<file path="config.mk">
export PLATFORM = sky130hd
export DESIGN_NAME = vector_seq
export DESIGN_NICKNAME = d
export VERILOG_FILES = /design/src/rtl/vseq_pkg.sv /design/src/rtl/vector_seq.sv
export SDC_FILE = /design/constraint.sdc
export NUM_CORES = 1
export LEC_CHECK = 0
export CORE_AREA = 2 2 80 82
export CTS_CLUSTER_DIAMETER = 100
export DETAILED_ROUTE_END_ITERATION = 10
export DIE_AREA = 0 0 82 84
export GPL_ROUTABILITY_DRIVEN = 0
export PLACE_DENSITY = 0.85
export SLEW_MARGIN = 20
export SYNTH_ARGS = -nofsm -noshare
export SYNTH_HDL_FRONTEND = slang
export SYNTH_SLANG_ARGS = --single-unit
</file>
<file path="constraint.sdc">
create_clock -name pclk -period 2.9 [get_ports pclk]
set_clock_uncertainty 0.1 [all_clocks]
set_input_delay 0.435 -clock pclk [delete_from_list [all_inputs] [get_ports pclk]]
set_output_delay 0.435 -clock pclk [all_outputs]
set_load 0.1 [all_outputs]
</file>
<file path="src/rtl/vseq_pkg.sv">
// ---------------------------------------------------------------------------
// vseq_pkg: shared definitions for the vector display-list sequencer.
//   - vseq_state_e : sequencer FSM state encoding (3 bits)
//   - *_LSB        : bit positions of the four 8-bit fields in a list entry
//                    {stax[31:24], stay[23:16], endx[15:8], endy[7:0]}
//   - ARM_TIMEOUT  : cycles to wait for the engine to acknowledge go
//   - entry_field  : extracts one 8-bit coordinate from a list entry
// ---------------------------------------------------------------------------
package vseq_pkg;

    typedef enum logic [2:0] {
        IDLE   = 3'd0,
        FETCH  = 3'd1,
        LOAD   = 3'd2,
        LAUNCH = 3'd3,
        ARM    = 3'd4,
        DRAW   = 3'd5,
        NEXT   = 3'd6,
        DONE   = 3'd7
    } vseq_state_e;

    localparam int FIELD_W  = 8;
    localparam int STAX_LSB = 24;
    localparam int STAY_LSB = 16;
    localparam int ENDX_LSB = 8;
    localparam int ENDY_LSB = 0;

    localparam int ARM_TIMEOUT = 2;
    localparam int ARM_W       = (ARM_TIMEOUT > 1) ? $clog2(ARM_TIMEOUT) : 1;

    function automatic logic [FIELD_W-1:0] entry_field(input logic [31:0] entry,
                                                       input int          lsb);
        return entry[lsb +: FIELD_W];
    endfunction

endpackage

</file>
<file path="src/rtl/vector_seq.sv">
// ---------------------------------------------------------------------------
// vector_seq: display-list sequencer feeding the line-drawing engine.
// Walks num_segs entries of the list RAM starting at BASE_ADDR; for each one
// it reads the entry, registers the endpoints, pulses ld_go and waits for the
// engine to finish, then signals frame_done at the end of the list.
//
// Ports:
//   pclk, rst            clock, asynchronous active-high reset
//   start, num_segs      frame request (sampled in IDLE) and segment count
//   busy, frame_done     frame in progress / one-cycle end-of-frame pulse
//   mem_addr, mem_rd     list RAM read port; mem_data valid 1 cycle later
//   mem_data             list entry {stax, stay, endx, endy}
//   ld_go, ld_busy       engine go pulse and engine busy status
//   ld_stax..ld_endy     registered endpoints to the engine
//   blank                beam blank, low only while a line is being drawn
//   repeat_i             (VSEQ_REPEAT_EN only) redraw the list continuously
//
// Build option: define VSEQ_REPEAT_EN to add repeat_i and frame looping.
// ---------------------------------------------------------------------------
module vector_seq
    import vseq_pkg::*;
#(
    parameter int ADDR_W    = 8,
    parameter int BASE_ADDR = 0
) (
    input  logic              pclk,
    input  logic              rst,
    input  logic              start,
    input  logic [ADDR_W:0]   num_segs,
    output logic              busy,
    output logic              frame_done,
    output logic [ADDR_W-1:0] mem_addr,
    output logic              mem_rd,
    input  logic [31:0]       mem_data,
    output logic              ld_go,
    input  logic              ld_busy,
    output logic [7:0]        ld_stax,
    output logic [7:0]        ld_stay,
    output logic [7:0]        ld_endx,
    output logic [7:0]        ld_endy,
    output logic              blank
`ifdef VSEQ_REPEAT_EN
    ,
    input  logic              repeat_i
`endif
);

    localparam logic [ADDR_W-1:0] BASE     = ADDR_W'(BASE_ADDR);
    localparam logic [ADDR_W:0]   MAX_SEGS = {1'b1, {ADDR_W{1'b0}}};

    vseq_state_e       state_q, state_d;
    logic [ADDR_W-1:0] addr_q, addr_d;
    logic [ADDR_W:0]   cnt_q, cnt_d;
    logic [ADDR_W:0]   count_q, count_d;
    logic [ADDR_W:0]   cnt_inc;
    logic [ARM_W-1:0]  arm_q, arm_d;
    logic              done_q, done_d;
    logic              blank_q, blank_d;
    logic [7:0]        stax_q, stax_d;
    logic [7:0]        stay_q, stay_d;
    logic [7:0]        endx_q, endx_d;
    logic [7:0]        endy_q, endy_d;

    always_ff @(posedge pclk or posedge rst) begin
        if (rst) begin
            state_q <= IDLE;
            addr_q  <= BASE;
            cnt_q   <= '0;
            count_q <= '0;
            arm_q   <= '0;
            done_q  <= 1'b0;
            blank_q <= 1'b1;
            stax_q  <= '0;
            stay_q  <= '0;
            endx_q  <= '0;
            endy_q  <= '0;
        end else begin
            state_q <= state_d;
            addr_q  <= addr_d;
            cnt_q   <= cnt_d;
            count_q <= count_d;
            arm_q   <= arm_d;
            done_q  <= done_d;
            blank_q <= blank_d;
            stax_q  <= stax_d;
            stay_q  <= stay_d;
            endx_q  <= endx_d;
            endy_q  <= endy_d;
        end
    end

    assign cnt_inc = cnt_q + (ADDR_W+1)'(1);

    always_comb begin
        state_d = state_q;
        addr_d  = addr_q;
        cnt_d   = cnt_q;
        count_d = count_q;
        arm_d   = arm_q;
        done_d  = 1'b0;
        stax_d  = stax_q;
        stay_d  = stay_q;
        endx_d  = endx_q;
        endy_d  = endy_q;
        // Registered so blank only reacts to a line the sequencer is tracking,
        // not to an engine still finishing after a reset.
        blank_d = ~((state_q == DRAW) && ld_busy);

        case (state_q)
            IDLE: begin
                if (start) begin
                    if (num_segs == '0) begin
                        done_d = 1'b1;
                    end else begin
                        // Counts beyond the list size are clipped to a full list.
                        count_d = (num_segs > MAX_SEGS) ? MAX_SEGS : num_segs;
                        cnt_d   = '0;
                        addr_d  = BASE;
                        state_d = FETCH;
                    end
                end
            end
            FETCH:  state_d = LOAD;
            LOAD: begin
                // mem_data is valid in this cycle, one after the FETCH read.
                stax_d  = entry_field(mem_data, STAX_LSB);
                stay_d  = entry_field(mem_data, STAY_LSB);
                endx_d  = entry_field(mem_data, ENDX_LSB);
                endy_d  = entry_field(mem_data, ENDY_LSB);
                state_d = LAUNCH;
            end
            LAUNCH: begin
                arm_d   = '0;
                state_d = ARM;
            end
            ARM: begin
                // An engine that missed go would otherwise stall the frame.
                if (ld_busy) begin
                    state_d = DRAW;
                end else if (arm_q == ARM_W'(ARM_TIMEOUT - 1)) begin
                    state_d = NEXT;
                end else begin
                    arm_d = arm_q + ARM_W'(1);
                end
            end
            DRAW: begin
                if (!ld_busy) begin
                    state_d = NEXT;
                end
            end
            NEXT: begin
                cnt_d  = cnt_inc;
                addr_d = addr_q + ADDR_W'(1);
                if (cnt_inc == count_q) begin
                    done_d  = 1'b1;
                    state_d = DONE;
                end else begin
                    state_d = FETCH;
                end
            end
            DONE: begin
`ifdef VSEQ_REPEAT_EN
                if (repeat_i) begin
                    addr_d  = BASE;
                    cnt_d   = '0;
                    state_d = FETCH;
                end else begin
                    state_d = IDLE;
                end
`else
                state_d = IDLE;
`endif
            end
            default: state_d = IDLE;
        endcase
    end

    assign busy       = (state_q != IDLE);
    assign frame_done = done_q;
    assign mem_addr   = addr_q;
    assign mem_rd     = (state_q == FETCH);
    assign ld_go      = (state_q == LAUNCH);
    assign ld_stax    = stax_q;
    assign ld_stay    = stay_q;
    assign ld_endx    = endx_q;
    assign ld_endy    = endy_q;
    assign blank      = blank_q;

endmodule

</file>
---- Word level (Yosys, flattened, before mapping) ----
Index checks and enable logic that the tools add are counted.
word-level totals
  output and inout bits ................... 45
  word-level logic and storage cells ...... 61
  memories kept ........................... 0
  input bits .............................. 45
  memory bits (read-only) ................. 0
  bits in writable memories ............... 0
  bits in latches ......................... 0
  flip-flop bits (word level) ............. 64
operators by class
  add/subtract/negate cells ............... 3
  shift operators ......................... 0
  multiply operators ...................... 0
  divide/modulo/power cells ............... 0
  $lt $le $gt $ge ......................... 1
  reductions and logical operators ........ 10
  equality and inequality tests ........... 13
  bitwise logic cells ..................... 2
  muxes and demuxes ....................... 21
operator list
  operator               count
  $mux W9                3
  $pmux W3 S8            1
  $mux W3                6
  $pmux W9 S2            1
  $mux W8                2
  $pmux W8 S2            1
  $eq A3 B3 Y1 const B   4
  $add A9 B1 Y9 const B  1
  $eq A9 B9 Y1           1
  $gt A9 B9 Y1 const B   1
  $logic_not A9 Y1       1
  $add A8 B1 Y8 const B  1
  $ne A2 B2 Y1 const B   4
  $eq A3 B2 Y1 const B   2
  $reduce_and A3 Y1      2
  $mux W1                5
  $pmux W1 S2            2
  $reduce_and A4 Y1      1
  $reduce_bool A2 Y1     2
  $eq A3 B1 Y1 const B   1
  $logic_not A3 Y1       1
  $ne A3 B3 Y1 const B   1
  $reduce_bool A3 Y1     1
  $not A1 Y1             2
  3 further kinds        3

---- Longest topological paths before layout ----
  word-level depth ........................ 4
  mapped depth ............................ 8
  gate-level depth less buffers ........... 7

---- Worst setup path before layout ----
OpenSTA, ideal clock, no wires.
  path type ............................... register to output
  start ................................... register state_q[0]
  end ..................................... output mem_rd
  path buffers ............................ 1
  path slack .............................. -0.383 ns
  arrival ................................. 2.748 ns
  data required time ...................... 2.365 ns
  stages on the path, launching flop included .. 3
  path through ............................ dfrtp_1 > buf_2 > nor3b_1
on the way
  longest elaborated chain between the ends .. 1
ends and longest elaborated chain
  what                    RTL line           RTL
  start, declared         vector_seq.sv:51   vseq_state_e state_q, state_d;
  start signal, assigned  vector_seq.sv:78   state_q <= state_d;
  $eq A3 B1 Y1            vector_seq.sv:181  assign mem_rd = (state_q == FETCH);
  end, declared           vector_seq.sv:33   output logic mem_rd,
Every way passes these cells.

---- Final worst setup path ----
  start ................................... register cnt_q[0]
  end ..................................... register state_q[1]
on the way
  longest elaborated chain between the ends .. 4
ends and longest elaborated chain
  what                    RTL line           RTL
  start, declared         vector_seq.sv:53   logic [ADDR_W:0] cnt_q, cnt_d;
  start signal, assigned  vector_seq.sv:80   cnt_q <= cnt_d;
  $add A9 B1 Y9           vector_seq.sv:92   assign cnt_inc = cnt_q + (ADDR_W+1)'(1);
  $eq A9 B9 Y1            vector_seq.sv:154  if (cnt_inc == count_q) begin
  $mux W3                 vector_seq.sv:154
  $pmux W3 S8             vector_seq.sv:109  case (state_q)
Every way passes these cells.
A chain may end at the register's enable or synchronous reset.

==> impl_results.md <==
* Status: complete, no violations
* Routed len/inst at 15.42 um
* Root buffer selected by CTS: clkbuf_8
* Relative max-transition margin at 0.6269
* Number of CTS-inserted buffers at 9
* Area overhead of the layout relative to synthesis at 36.21%
* Reg2reg start: cnt_q[0]$_DFFE_PP0P_
* Row count at 29
* Worst Path Required at 3010 ps
* Initial antenna violation count at 0
* Remaining global-route overflow at 0
* Post-detailed-route via-to-cell ratio at 5.407
* Post-route setup slack at 693.4 ps
* Total Die Area at 6888 um2
* Number of design rule violations left after detail routing at 0
* Core area at 6096 um2
* Count of final setup violators at 0
* Post-synth net total at approximately 320
* Fmax at 453.2 MHz
* Pre-CTS WS at 571.7 ps
* Final hold violation count at 0
* Later-pin clock latency in the skew report at 340 ps
* Worst-path fanout max at 7
* Average cell area after synthesis at 10.97 um2
* Half-perimeter wire length of the detailed placement result at slightly below 5000 um
* Tot GR Track Use at 0.2059
* Remaining antenna violation count at 0
* Total negative setup slack at 0 ps
* Post-synthesis instance total at 270
* CTS H-Tree Depth at 3
* Clk pin slew, worst setup/hold paths at 70 ps
* Number of DRC markers in iteration 0 at 107
* First-pass iteration count of the detailed router at 4
* Async S/R FF share, synth at 1.000
* Post CTS Setup Buffer Count at 0
* Ant diodes at 0
* Area of the mapped netlist at 2962 um2
* Sequential element share of the synthesized area at 0.5412
* Critical path data arrival time at about 2300 ps
* R2R cell count at 7
* Initial Utilization at 0.4858
* Leading cell types in the layout, fill and taps excluded: dfrtp_1 (63), buf_4 (50), clkdlybuf4s50_1 (44), mux2_2 (32), nand2_1 (31)
* Total of buffers placed on input and output ports at 89
* Fin nets at ~410
* TritonCTS clock tree: done
* Share of the clock period used by the worst path at 0.7609
* GRT met3 Usage at 0.08009
* Ys flop type: dfrtp_1
* Unique masters post-synth at 42
* RR Endpoint: state_q[1]$_DFFE_PP0P_
* RSZ-0062 raised after global routing: false
* Largest net degree at the start of global routing at 33
* Fraction of final layout cells sized beyond drive strength 1 at 0.2877
* Most utilized layer in the global route result: met2
* Die width at 82 um
* Hold buffer count at cts at 0
* Buffer levels on the longest clock path at 2
* Total of cells resized after clock tree synthesis at 0
* Number of enable flip-flop cells after synthesis at 0
* Setup crit end kind: flip-flop
* Met2 Use GR at 0.3296
* Max-cap violations at 0
* Grt met1 use at 0.2536
* Leading cell type in the layout, fill and taps excluded: dfrtp_1
* Fin. max-slew vios at 0
* Warnings from Yosys at 0
* Vertical die dimension at 84 um
* Flop and latch count out of synthesis at 64
* Sum of routed wire length over all layers at 6815 um
* Category of the worst setup path launch point: flip-flop
* Ports at 90
* R2R Setup Slk at 690 ps
* Actual slew at the worst max-slew pin at between 500 and 600 ps
* Post-layout min period at roughly 2200 ps
* Worst min-delay path category: in2async
* Routed vias at approximately 2400
* First-pass GRT wire length at 10730 um
* Worst Path Class, Setup: reg2reg
* Vias in the first global route at 2294
* Number of clock sinks at 64
* Worst setup path start: cnt_q[0]$_DFFE_PP0P_
[cell usage after synthesis (2+ instances only)]
library cell / number / area share
o21ai_0: 27 / 0.046
nor2_1: 14 / 0.018
buf_6: 2 / 0.0076
inv_1: 5 / 0.0063
clkbuf_1: 4 / 0.0051
nand3_1: 9 / 0.015
nand2b_1: 9 / 0.019
ha_1: 2 / 0.0084
and4_1: 2 / 0.0059
xnor2_1: 6 / 0.018
nand4_1: 5 / 0.011
mux2_2: 32 / 0.12
nand2_1: 31 / 0.039
nor4_1: 2 / 0.0042
xor2_1: 12 / 0.035
a21oi_1: 5 / 0.0084
a31oi_1: 3 / 0.0063
nor3b_2: 2 / 0.0084
and3_1: 2 / 0.0042
nor2b_1: 2 / 0.0042
dfrtp_1: 63 / 0.53
buf_2: 8 / 0.014
nor3_1: 4 / 0.0068
[metrics by stage]
step | instance area [um2] | util | cells | hold slack [ps]
6_report | 4034 | 0.6617 | 442 | 330.7
5_1_grt | 4034 | 0.6617 | 442 | 365.5
4_1_cts | 4034 | 0.6617 | 442 | 340.1
3_5_place_dp | 3802 | 0.6238 | 426 | 397.3
3_3_place_gp | 3802 | 0.6238 | 426 | 379.2
2_1_floorplan | 2967 | - | 270 | 361.8
[flip-flops by register name, indices dropped and copies added (netlist names)]
name and flops:
ld_stax 8, mem_addr 8, ld_endx 8, ld_endy 8, ld_stay 8, state_q 3
frame_done 1, count_q 9, blank 1, cnt_q 9, arm_q 1
[final cells by class]
type	count	area, um2
multi-input cells	185	1265
clock inverters	4	76.32
flip-flops and latches	64	1603
repair buffers	94	815.8
fillers	457	2062
clock buffers	12	155.1
inverters	6	22.52
well taps	77	96.34
[cells by family (layout without fill, tap and decap cells)]
family	Yosys count	count (layout)	share of synthesized area
xor+xnor	18	18	0.05323
flops	64	64	0.5412
compound gates	45	45	0.08830
buf+inv	21	116	0.03548
fa+ha+maj	2	2	0.008448
simple gates	88	88	0.1517
mux	32	32	0.1217
[critical path, cell delays in order, from the launching register on]
cell	delay, ps
dfrtp_1	480
ha_1	330
and4_1	370
a31oi_1	110
a2111oi_0	360
a21oi_1	70
nand3_1	130
o311ai_1	110
[metal layers]
layer	vias to the layer above	routed length [um]	share of wire
li1	1130	-	-
met1	1129	2842	0.42
met2	116	3145	0.46
met3	15	710	0.10
met4	0	116	0.017
met5	-	0	0
[how the worst max path moves through the flow]
| stage | end | cells after the start |
|---|---|---|
| 3_3_place_gp | cnt_q[7]$_DFFE_PP0P_ | 6 |
| 5_1_grt | state_q[1]$_DFFE_PP0P_ | 7 |
| 6_report | state_q[1]$_DFFE_PP0P_ | 7 |
| 4_1_cts | state_q[1]$_DFFE_PP0P_ | 7 |
| 3_5_place_dp | count_q[6]$_DFFE_PP0P_ | 5 |
| 2_1_floorplan | ld_go | 3 |
Power is left out: the tool's default activity adds up to more than one toggle a clock period on the data nets, which glitch-free logic cannot reach.
